==> src/rtl/uart_pkg.sv <==
// rtl/uart_pkg.sv - shared types, defaults and helpers for the sensor UART link
package uart_pkg;

    typedef enum logic [1:0] {
        RX_IDLE,
        RX_START,
        RX_DATA,
        RX_STOP
    } rx_state_e;

    typedef enum logic [1:0] {
        FR_WAIT_SYNC,
        FR_PAYLOAD,
        FR_CHECK
    } frame_state_e;

    localparam logic [7:0] SYNC_BYTE_DEF    = 8'hA5;
    localparam int         CLKS_PER_BIT_DEF = 5208;
    localparam int         TIMEOUT_BITS_DEF = 20;
    localparam int         TIMEOUT_CLKS_DEF = TIMEOUT_BITS_DEF * CLKS_PER_BIT_DEF;

    localparam int         MAX_BYTES        = 32;

    // XOR of the low n bytes of data; byte i sits at [i*8+:8]
    function automatic logic [7:0] xor_reduce_bytes(input logic [MAX_BYTES*8-1:0] data,
                                                    input int unsigned            n);
        logic [7:0] acc;
        acc = 8'h00;
        for (int i = 0; i < MAX_BYTES; i++) begin
            if (i < n) begin
                acc = acc ^ data[i*8 +: 8];
            end
        end
        return acc;
    endfunction

endpackage

==> src/rtl/uart_rx_byte.sv <==
// rtl/uart_rx_byte.sv - rx synchroniser and 8N1 byte receiver
module uart_rx_byte
    import uart_pkg::*;
#(
    parameter int CLKS_PER_BIT = 5208
) (
    input  logic       clk,
    input  logic       rst,
    input  logic       rx,
    output logic [7:0] byte_data,
    output logic       byte_done,
    output logic       byte_ferr
);

    localparam int             CW      = $clog2(CLKS_PER_BIT + 1);
    localparam logic [CW-1:0]  HALF_M1 = CW'(CLKS_PER_BIT / 2 - 1);
    localparam logic [CW-1:0]  FULL_M1 = CW'(CLKS_PER_BIT - 1);

    logic          rx_meta_q;
    logic          rx_sync_q;
    logic          rx_prev_q;
    rx_state_e     state_q;
    logic [CW-1:0] cnt_q;
    logic [2:0]    bit_q;
    logic [7:0]    shift_q;
    logic [7:0]    data_q;
    logic          done_q;
    logic          ferr_q;

    always_ff @(posedge clk) begin
        if (rst) begin
            rx_meta_q <= 1'b1;
            rx_sync_q <= 1'b1;
            rx_prev_q <= 1'b1;
            state_q   <= RX_IDLE;
            cnt_q     <= '0;
            bit_q     <= '0;
            shift_q   <= '0;
            data_q    <= '0;
            done_q    <= 1'b0;
            ferr_q    <= 1'b0;
        end else begin
            rx_meta_q <= rx;
            rx_sync_q <= rx_meta_q;
            rx_prev_q <= rx_sync_q;
            done_q    <= 1'b0;
            ferr_q    <= 1'b0;
            case (state_q)
                RX_IDLE: begin
                    if (rx_prev_q && !rx_sync_q) begin
                        state_q <= RX_START;
                        cnt_q   <= '0;
                    end
                end
                RX_START: begin
                    if (cnt_q == HALF_M1) begin
                        cnt_q <= '0;
                        bit_q <= '0;
                        state_q <= rx_sync_q ? RX_IDLE : RX_DATA;
                    end else begin
                        cnt_q <= cnt_q + CW'(1);
                    end
                end
                RX_DATA: begin
                    if (cnt_q == FULL_M1) begin
                        cnt_q   <= '0;
                        shift_q <= {rx_sync_q, shift_q[7:1]};
                        bit_q   <= bit_q + 3'd1;
                        if (bit_q == 3'd7) begin
                            state_q <= RX_STOP;
                        end
                    end else begin
                        cnt_q <= cnt_q + CW'(1);
                    end
                end
                RX_STOP: begin
                    // Leave at mid stop bit so a following start edge is not missed
                    if (cnt_q == FULL_M1) begin
                        cnt_q   <= '0;
                        state_q <= RX_IDLE;
                        if (rx_sync_q) begin
                            done_q <= 1'b1;
                            data_q <= shift_q;
                        end else begin
                            ferr_q <= 1'b1;
                        end
                    end else begin
                        cnt_q <= cnt_q + CW'(1);
                    end
                end
                default: state_q <= RX_IDLE;
            endcase
        end
    end

    assign byte_data = data_q;
    assign byte_done = done_q;
    assign byte_ferr = ferr_q;

endmodule

==> src/rtl/uart_frame_rx.sv <==
// rtl/uart_frame_rx.sv - sync/payload/checksum frame receiver for the range-sensor link
module uart_frame_rx
    import uart_pkg::*;
#(
    parameter int         DEVICES      = 2,
    parameter int         CLKS_PER_BIT = CLKS_PER_BIT_DEF,
    parameter logic [7:0] SYNC_BYTE    = SYNC_BYTE_DEF,
    parameter int         TIMEOUT_BITS = TIMEOUT_BITS_DEF
) (
    input  logic                 clk,
    input  logic                 rst,
    input  logic                 rx,
    output logic [DEVICES*8-1:0] data_out,
    output logic                 data_valid,
    output logic                 frame_err,
    output logic                 busy
);

    localparam int            TMO_CLKS = TIMEOUT_BITS * CLKS_PER_BIT;
    localparam int            TW       = $clog2(TMO_CLKS + 1);
    localparam int            IW       = (DEVICES > 1) ? $clog2(DEVICES) : 1;
    localparam logic [TW-1:0] TMO_LAST = TW'(TMO_CLKS - 1);
    localparam logic [IW-1:0] IDX_LAST = IW'(DEVICES - 1);

    logic [7:0]           byte_data;
    logic                 byte_done;
    logic                 byte_ferr;

    frame_state_e         state_q;
    logic [IW-1:0]        idx_q;
    logic [7:0]           chk_q;
    logic [TW-1:0]        tmo_q;
    logic [DEVICES*8-1:0] shadow_q;
    logic [DEVICES*8-1:0] data_out_q;
    logic                 data_valid_q;
    logic                 frame_err_q;
    logic                 busy_q;
    logic                 tmo_fire;

    uart_rx_byte #(
        .CLKS_PER_BIT(CLKS_PER_BIT)
    ) u_rx_byte (
        .clk       (clk),
        .rst       (rst),
        .rx        (rx),
        .byte_data (byte_data),
        .byte_done (byte_done),
        .byte_ferr (byte_ferr)
    );

    assign tmo_fire = (tmo_q == TMO_LAST);

    always_ff @(posedge clk) begin
        if (rst) begin
            state_q      <= FR_WAIT_SYNC;
            idx_q        <= '0;
            chk_q        <= '0;
            tmo_q        <= '0;
            shadow_q     <= '0;
            data_out_q   <= '0;
            data_valid_q <= 1'b0;
            frame_err_q  <= 1'b0;
            busy_q       <= 1'b0;
        end else begin
            data_valid_q <= 1'b0;
            frame_err_q  <= 1'b0;
            case (state_q)
                FR_WAIT_SYNC: begin
                    if (byte_done && byte_data == SYNC_BYTE) begin
                        state_q <= FR_PAYLOAD;
                        idx_q   <= '0;
                        chk_q   <= '0;
                        tmo_q   <= '0;
                        busy_q  <= 1'b1;
                    end
                end
                FR_PAYLOAD, FR_CHECK: begin
                    // byte_done takes priority over a coincident timeout
                    if (byte_done) begin
                        tmo_q <= '0;
                        if (state_q == FR_PAYLOAD) begin
                            shadow_q[idx_q*8 +: 8] <= byte_data;
                            chk_q <= chk_q ^ byte_data;
                            if (idx_q == IDX_LAST) begin
                                state_q <= FR_CHECK;
                            end else begin
                                idx_q <= idx_q + IW'(1);
                            end
                        end else begin
                            if (byte_data == chk_q) begin
                                data_out_q   <= shadow_q;
                                data_valid_q <= 1'b1;
                            end else begin
                                frame_err_q  <= 1'b1;
                            end
                            state_q <= FR_WAIT_SYNC;
                            busy_q  <= 1'b0;
                        end
                    end else if (byte_ferr || tmo_fire) begin
                        frame_err_q <= 1'b1;
                        busy_q      <= 1'b0;
                        state_q     <= FR_WAIT_SYNC;
                        tmo_q       <= '0;
                    end else begin
                        tmo_q <= tmo_q + TW'(1);
                    end
                end
                default: begin
                    state_q <= FR_WAIT_SYNC;
                    busy_q  <= 1'b0;
                end
            endcase
        end
    end

    assign data_out   = data_out_q;
    assign data_valid = data_valid_q;
    assign frame_err  = frame_err_q;
    assign busy       = busy_q;

endmodule

==> config.mk <==
export PLATFORM = sky130hd
export DESIGN_NAME = uart_frame_rx
export DESIGN_NICKNAME = d
export VERILOG_FILES = /design/src/rtl/uart_pkg.sv /design/src/rtl/uart_rx_byte.sv /design/src/rtl/uart_frame_rx.sv
export SDC_FILE = /design/constraint.sdc
export NUM_CORES = 1
export LEC_CHECK = 0
export ABC_AREA = 1
export BUFFER_PORTS_ARGS = -buffer_cell sky130_fd_sc_hd__buf_2
export CAP_MARGIN = 10
export CORE_UTILIZATION = 30
export DETAILED_ROUTE_END_ITERATION = 7
export PLACE_DENSITY_LB_ADDON = 0.12
export SYNTH_ARGS = -nofsm -noshare
export SYNTH_HDL_FRONTEND = slang
export SYNTH_HIERARCHICAL = 1
export SYNTH_SLANG_ARGS = --single-unit
export TNS_END_PERCENT = 50
==> constraint.sdc <==
create_clock -name clk -period 3.6 [get_ports clk]
set_input_delay 0.18 -clock clk [delete_from_list [all_inputs] [get_ports clk]]
set_output_delay 0.18 -clock clk [all_outputs]
set_load 0.02 [all_outputs]
==> results of run 1 <==
[state kept, by name (all words and copies together), names as in the netlist, 3 cells and up, named ones only]
| signal | flops |
|---|---|
| tmo_q | 17 |
| data_out | 16 |
| u_rx_byte/byte_data | 8 |
| u_rx_byte/cnt_q | 13 |
| u_rx_byte/bit_q | 3 |
| shadow_q | 16 |
| chk_q | 8 |
| u_rx_byte/shift_q | 8 |
[per-layer routing]
| metal | wire length (um) | up-vias | part of all wire | GRT usage |
|---|---|---|---|---|
| li1 | - | 2284 | - | - |
| met5 | 0 | - | 0 | 0 |
| met4 | 76 | 0 | 0.0068 | 0.0472 |
| met2 | 4900 | 50 | 0.44 | 0.214 |
| met3 | 418 | 5 | 0.038 | 0.0288 |
| met1 | 5710 | 1925 | 0.51 | 0.186 |
[power breakdown]
group | leakage (uW) | internal [uW] | switching, uW
logic | 0.00148 | 83.7 | 197
clock network | 0.000161 | 675 | 428
registers | 0.000823 | 1150 | 23.6
[cells in the final DEF (no fill, tap or decap), drive strengths merged]
cell type      n
o21bai         1
and3           1
or2            3
clkbuf         9
a21o           1
dfxtp        102
nand2        181
nand4         29
ha             7
a31oi          1
clkinvlp       1
bufinv         3
nand3         49
a21oi         55
nor3b          1
nand3b         3
nor3           8
inv           90
buf           23
o21ai         32
xor2           5
nor2         109
xnor2          8
clkinv         4
dlygate4sd3    1
[per-stage QoR]
| stage | hold WS (ns) | util | area (um2) | power, uW |
|---|---|---|---|---|
| floorplan | 0.284 | - | 5080 | 1450 |
| global placement | 0.367 | 0.320 | 5300 | 1480 |
| detailed placement | 0.370 | 0.320 | 5300 | 1490 |
| CTS | 0.339 | 0.340 | 5650 | 2610 |
| global route | 0.366 | 0.340 | 5650 | 2690 |
| finish | 0.320 | 0.340 | 5650 | 2560 |
[worst min path at each step]
stage / from / end / cells past startpoint
after global routing: rst / data_out[13]$_SDFFE_PP0P_ / 4
after CTS: rst / data_out[14]$_SDFFE_PP0P_ / 4
final: rst / data_out[14]$_SDFFE_PP0P_ / 4
after detailed placement: rx / u_rx_byte/rx_meta_q$_SDFF_PP1_ / 2
after floorplan: rx / u_rx_byte/rx_meta_q$_SDFF_PP1_ / 1
after global placement: rx / u_rx_byte/rx_meta_q$_SDFF_PP1_ / 2
[what timing repair did]
item | in CTS | in global routing
gates resized for setup | 0 | 0
hold buffers | 1 | 0
endpoints found under the hold margin | 1 | 0
[layout make-up]
cell class              instances  share of cell area
clock buffers                   9              0.0399
clock inverters                 6              0.0197
inverters                      92              0.0612
multi-input cells             494               0.446
flip-flops and latches        102               0.362
well taps                     220              0.0488
repair buffers                 24              0.0230
[worst reg2reg max path, delay by kind of cell, from the launching register on]
kind,cells,cell delay [ns]
flip-flops,1,0.39
buffers and inverters,2,0.21
adder cells (fa/ha/maj),1,0.51
AND/OR/NAND/NOR,5,1.14
[cells by family (layout without fill, tap and decap cells)]
logic type	count (synthesis)	after routing	share of synthesized area
simple gates	384	384	0.360
buf+inv	117	131	0.103
flops	102	102	0.402
compound gates	90	90	0.0938
xor+xnor	13	13	0.0239
fa+ha+maj	7	7	0.0172
==> flow_metrics.tcl, run 1 <==
set metrics [dict create \
    run_status "finished clean" \
    clock-root-buffer "clkbuf_16" \
    num_vias 4264 \
    power.density_mw_per_mm2 453 \
    avgRoutedWirePerCell_um 11.7 \
    antenna_found_initial 0 \
    fmax_mhz 436 \
    antennaDiodeCount 0 \
    routabilityCongestion 0.749 \
    cp-startpoint "state_q[0]$_SDFFE_PP0P_" \
    finalMaxSlewViolations 0 \
    hold_path.class "input pin to register" \
    critical_path.max_stage_delay_ns 0.51 \
    setup_skew_ns 0.00978 \
    detailedRoute.firstIterationViolations 259 \
    grt_pass1_wl_um 19400 \
    period_share 0.637 \
    drcViolationCount 0 \
    yosysSeqAreaShare 0.402 \
    drive_above_1_share 0.131 \
    timing.critical_path.buf_inv 2 \
    dominantRegCellSynth "dfxtp_1" \
    critical_path_fanouts_max 33 \
    netlist-cell-type-count 41 \
    cts_tree "done" \
    hold_viol_final 0 \
    ant_nets 0 \
    finish.cell_count_without_fillers 947 \
    r2r_setup_slack_ns 1.31 \
    regToRegEndpoint "data_out[11]$_SDFFE_PP0P_" \
    tritoncts.num_buffers 9 \
    final-setup-viol-count 0 \
    critPathCaptureType "register" \
    reg2reg_from "state_q[0]$_SDFFE_PP0P_" \
    post-place-ws_ns 1.29 \
    timing.reg2reg.worst_path_depth 8 \
    yosys_register_bits 102 \
    yosysTopAreaCellShare 0.402 \
    post-synth-top-count-cell "nand2_1" \
    yosysWarnings 6 \
    multiInputGateArea_mm2 0.00252 \
    critPathRequiredTime_ns 3.89 \
    routed_via_density 4.50 \
    vdd_ir_drop_max_mv 0.227 \
    worst_setup_path_start_kind "register" \
    fp.coreArea_mm2 0.0166 \
    synth_enable_flop_cells 0 \
    clk_pin_slew_ns 0.07 \
    cts_setup_buffers 0 \
    rsz_0062_raised_after_global_routing "false" \
    worst_skew_pair.late_latency_ns 0.35 \
    global_route.overflow_total 0 \
    crit_path_end "data_out[11]$_SDFFE_PP0P_" \
    postSynth.asyncResetShare 0 \
    fin_crit_ns 2.29 \
    io_buffers 21 \
    cap_violations 0 \
    first_global_vias 4049 \
    postSynthCellCount 713 \
    floorplan.initialDensity 0.306 \
    cp_num_cells 8 \
    groute.usage.overall 0.137 \
    cts_num_sinks 102 \
    crit_path_top_delay_cell "ha_1" \
    hpwl_um 7860 \
    synthesis.nets 723 \
    ys_top_cells_by_count "nand2_1, dfxtp_1, nor2_1" \
    cpLargestDelayFamily "simple AND/OR/NAND/NOR gates" \
    dp.cells 931 \
    synthDominantAreaCellType "dfxtp_1" \
    main_area_contributors_after_synthesis "dfxtp_1, nand2_1, nor2_1, inv_1, a21oi_1" \
    finish.net_count 733 \
    number_of_top_level_design_ports 22 \
    areaGrowthSynthToFinish_pct 11.1 \
    grt_start_max_net_pins 45 \
    arrival_ns 2.58 \
    final.setup.tns_ns 0 \
    dieArea_mm2 0.0175 \
    area.sequential_mm2 0.00204 \
    number_of_buffers_on_the_longest_clock_path 2 \
    rows 47 \
    p_leak_uw 0.00246 \
    layout_setup_ws_ns 1.31 \
    syn_std_cell_area_mm2 0.00508 \
    syn_avg_cell_area_um2 7.13 \
    slew_worst_pin_ns 0.663 \
    crit_chain "inv_1, ha_1, inv_1, nor3_1, nand3_2, nand2_1, nand2_1, nor2_1" \
    drt_pass1_iterations 4 \
    max-slew-margin-rel 0.556 \
    fillCellCount 1816 \
    routed_wirelength_um 11100 \
    die_w_um 132 \
    worstSetupPathType "register to register" \
    die_h_um 132 \
    cts_max_level 3 \
]
No activity file was read; power rests on OpenSTA's default activity.
==> run 2, diff against run 1 <==
- clock period: 3.6 -> 1.8 ns (I/O delays scaled with it)
==> flow_metrics.tcl, run 2 (same netlist as run 1, synthesis figures left out) <==
set metrics [dict create \
    max-slew-margin-rel 0.704 \
    detailedRoute.firstIterationViolations 230 \
    number_of_buffers_on_the_longest_clock_path 2 \
    cts_tree "done" \
    final_core_utilization 0.351 \
    drt_pass1_iterations 6 \
    wl_met3_um 293 \
    critical_path_fanouts_max 10 \
    post-layout-total-power_uw 5090 \
    run_status "finished clean" \
    first_global_vias 4085 \
    tritoncts.num_buffers 9 \
    cap_violations 0 \
    global_route.overflow_total 0 \
    cts_num_sinks 102 \
    avgRoutedWirePerCell_um 11.7 \
    groute.usage.overall 0.139 \
    registers.top_by_ff_count "tmo_q" \
    finish.net_count 754 \
    vdd_ir_drop_max_mv 0.561 \
    clk_pin_slew_ns 0.07 \
    period_share 0.943 \
    areaGrowthSynthToFinish_pct 14.7 \
    cp_common_cell "nand2_1" \
    ant_nets 0 \
    dp.cells 951 \
    hold_viol_final 0 \
    fp.coreArea_mm2 0.0166 \
    final-setup-viol-count 0 \
    critPathCaptureType "register" \
    cts_max_level 3 \
    dieArea_mm2 0.0175 \
    clock-root-buffer "clkbuf_16" \
    die_w_um 132 \
    final_hold_slack_ns 0.0861 \
    rows 47 \
    drcViolationCount 0 \
    routabilityCongestion 0.795 \
    routed_wirelength_um 11400 \
    hpwl_um 8030 \
    route.layer.met1.wl_um 6140 \
    worst_skew_pair.late_latency_ns 0.35 \
    floorplan.initialDensity 0.306 \
    critical_path.max_stage_delay_ns 0.41 \
    fmax_mhz 589 \
    finish.cell_count_without_fillers 969 \
    antennaDiodeCount 0 \
    crit_path_top_delay_cell "o21ai_2" \
    io_buffers 21 \
    commonest_cells_after_routing_fill_and_taps_aside "nand2_1, dfxtp_1, nor2_1" \
    finalMaxSlewViolations 0 \
    final_common_cell "nand2_1" \
    maxUsedRoutingLayer "met4" \
    largest_register_ff_count 17 \
    crit_chain "buf_4, ha_1, nand2_1, inv_1, o21ai_2, nand2_1, a21oi_1" \
    arrival_ns 1.98 \
    die_h_um 132 \
    antenna_found_initial 0 \
    final.setup.tns_ns 0 \
    worstSetupPathType "register to register" \
    timing.critical_path.buf_inv 2 \
    fin_crit_ns 1.70 \
    power.density_mw_per_mm2 874 \
    setup_skew_ns 0.0119 \
    hold_path.class "input pin to register" \
    cpLargestDelayFamily "compound AO/OA/AOI/OAI gates" \
    num_vias 4306 \
    critPathRequiredTime_ns 2.08 \
    grt_start_max_net_pins 34 \
    cp_num_cells 7 \
    p_leak_uw 0.00258 \
    rsz_0062_raised_after_global_routing "true" \
    drive_above_1_share 0.158 \
    grt_pass1_wl_um 19500 \
    worst_setup_path_start_kind "register" \
    routed_via_density 4.44 \
    number_of_top_level_design_ports 22 \
    timing.reg2reg.worst_path_depth 7 \
    detailroute.wirelength.met2_um 4810 \
    timing.hold.worst_path_depth 2 \
    slew_worst_pin_ns 0.444 \
]
run 2: final timing paths:
kind	to	slack (ns)	start
worst max register to register	chk_q[0]$_SDFFE_PP0P_	0.10	state_q[0]$_SDFFE_PP0P_
worst min-delay path	u_rx_byte/cnt_q[1]$_SDFFE_PP0P_	0.09	rst
worst max-delay path	chk_q[0]$_SDFFE_PP0P_	0.10	state_q[0]$_SDFFE_PP0P_
worst min register to register	u_rx_byte/rx_sync_q$_SDFF_PP1_	0.42	u_rx_byte/rx_meta_q$_SDFF_PP1_
run 2: routing by layer:
layer / vias to the layer above / GRT usage
met5: - / 0
met2: 36 / 0.212
met3: 9 / 0.0358
met4: 0 / 0.0407
met1: 1937 / 0.191
li1: 2324 / -
run 2: what timing repair did:
action                     CTS  global route
resized for setup            0             3
hold endpoints to repair     1             0
setup endpoints to repair    0            38
buffers inserted             0             1
hold buffers                 1             0
run 2: layout make-up:
cell class              instances  area (um2)
repair buffers                 45         313
flip-flops and latches        102        2040
inverters                      92         345
fillers                      1787       10800
clock buffers                  10         229
clock inverters                 6        93.8
multi-input cells             494        2530
well taps                     220         275
run 2: report_power, final:
group | internal (uW) | switching (uW) | leakage, uW | total (uW)
Sequential | 2300 | 39.0 | 0.000823 | 2340
Clock | 1230 | 903 | 0.000153 | 2130
Combinational | 200 | 419 | 0.00160 | 619
Total | 3730 | 1360 | 0.00258 | 5090
run 2: per-stage QoR:
stage	setup slack, ns	instance area (um2)
after floorplan	0.257	5080
after CTS	0.0643	5790
after detailed placement	0.0832	5460
after global placement	0.143	5460
after global routing	-0.0497	5830
final	0.103	5830
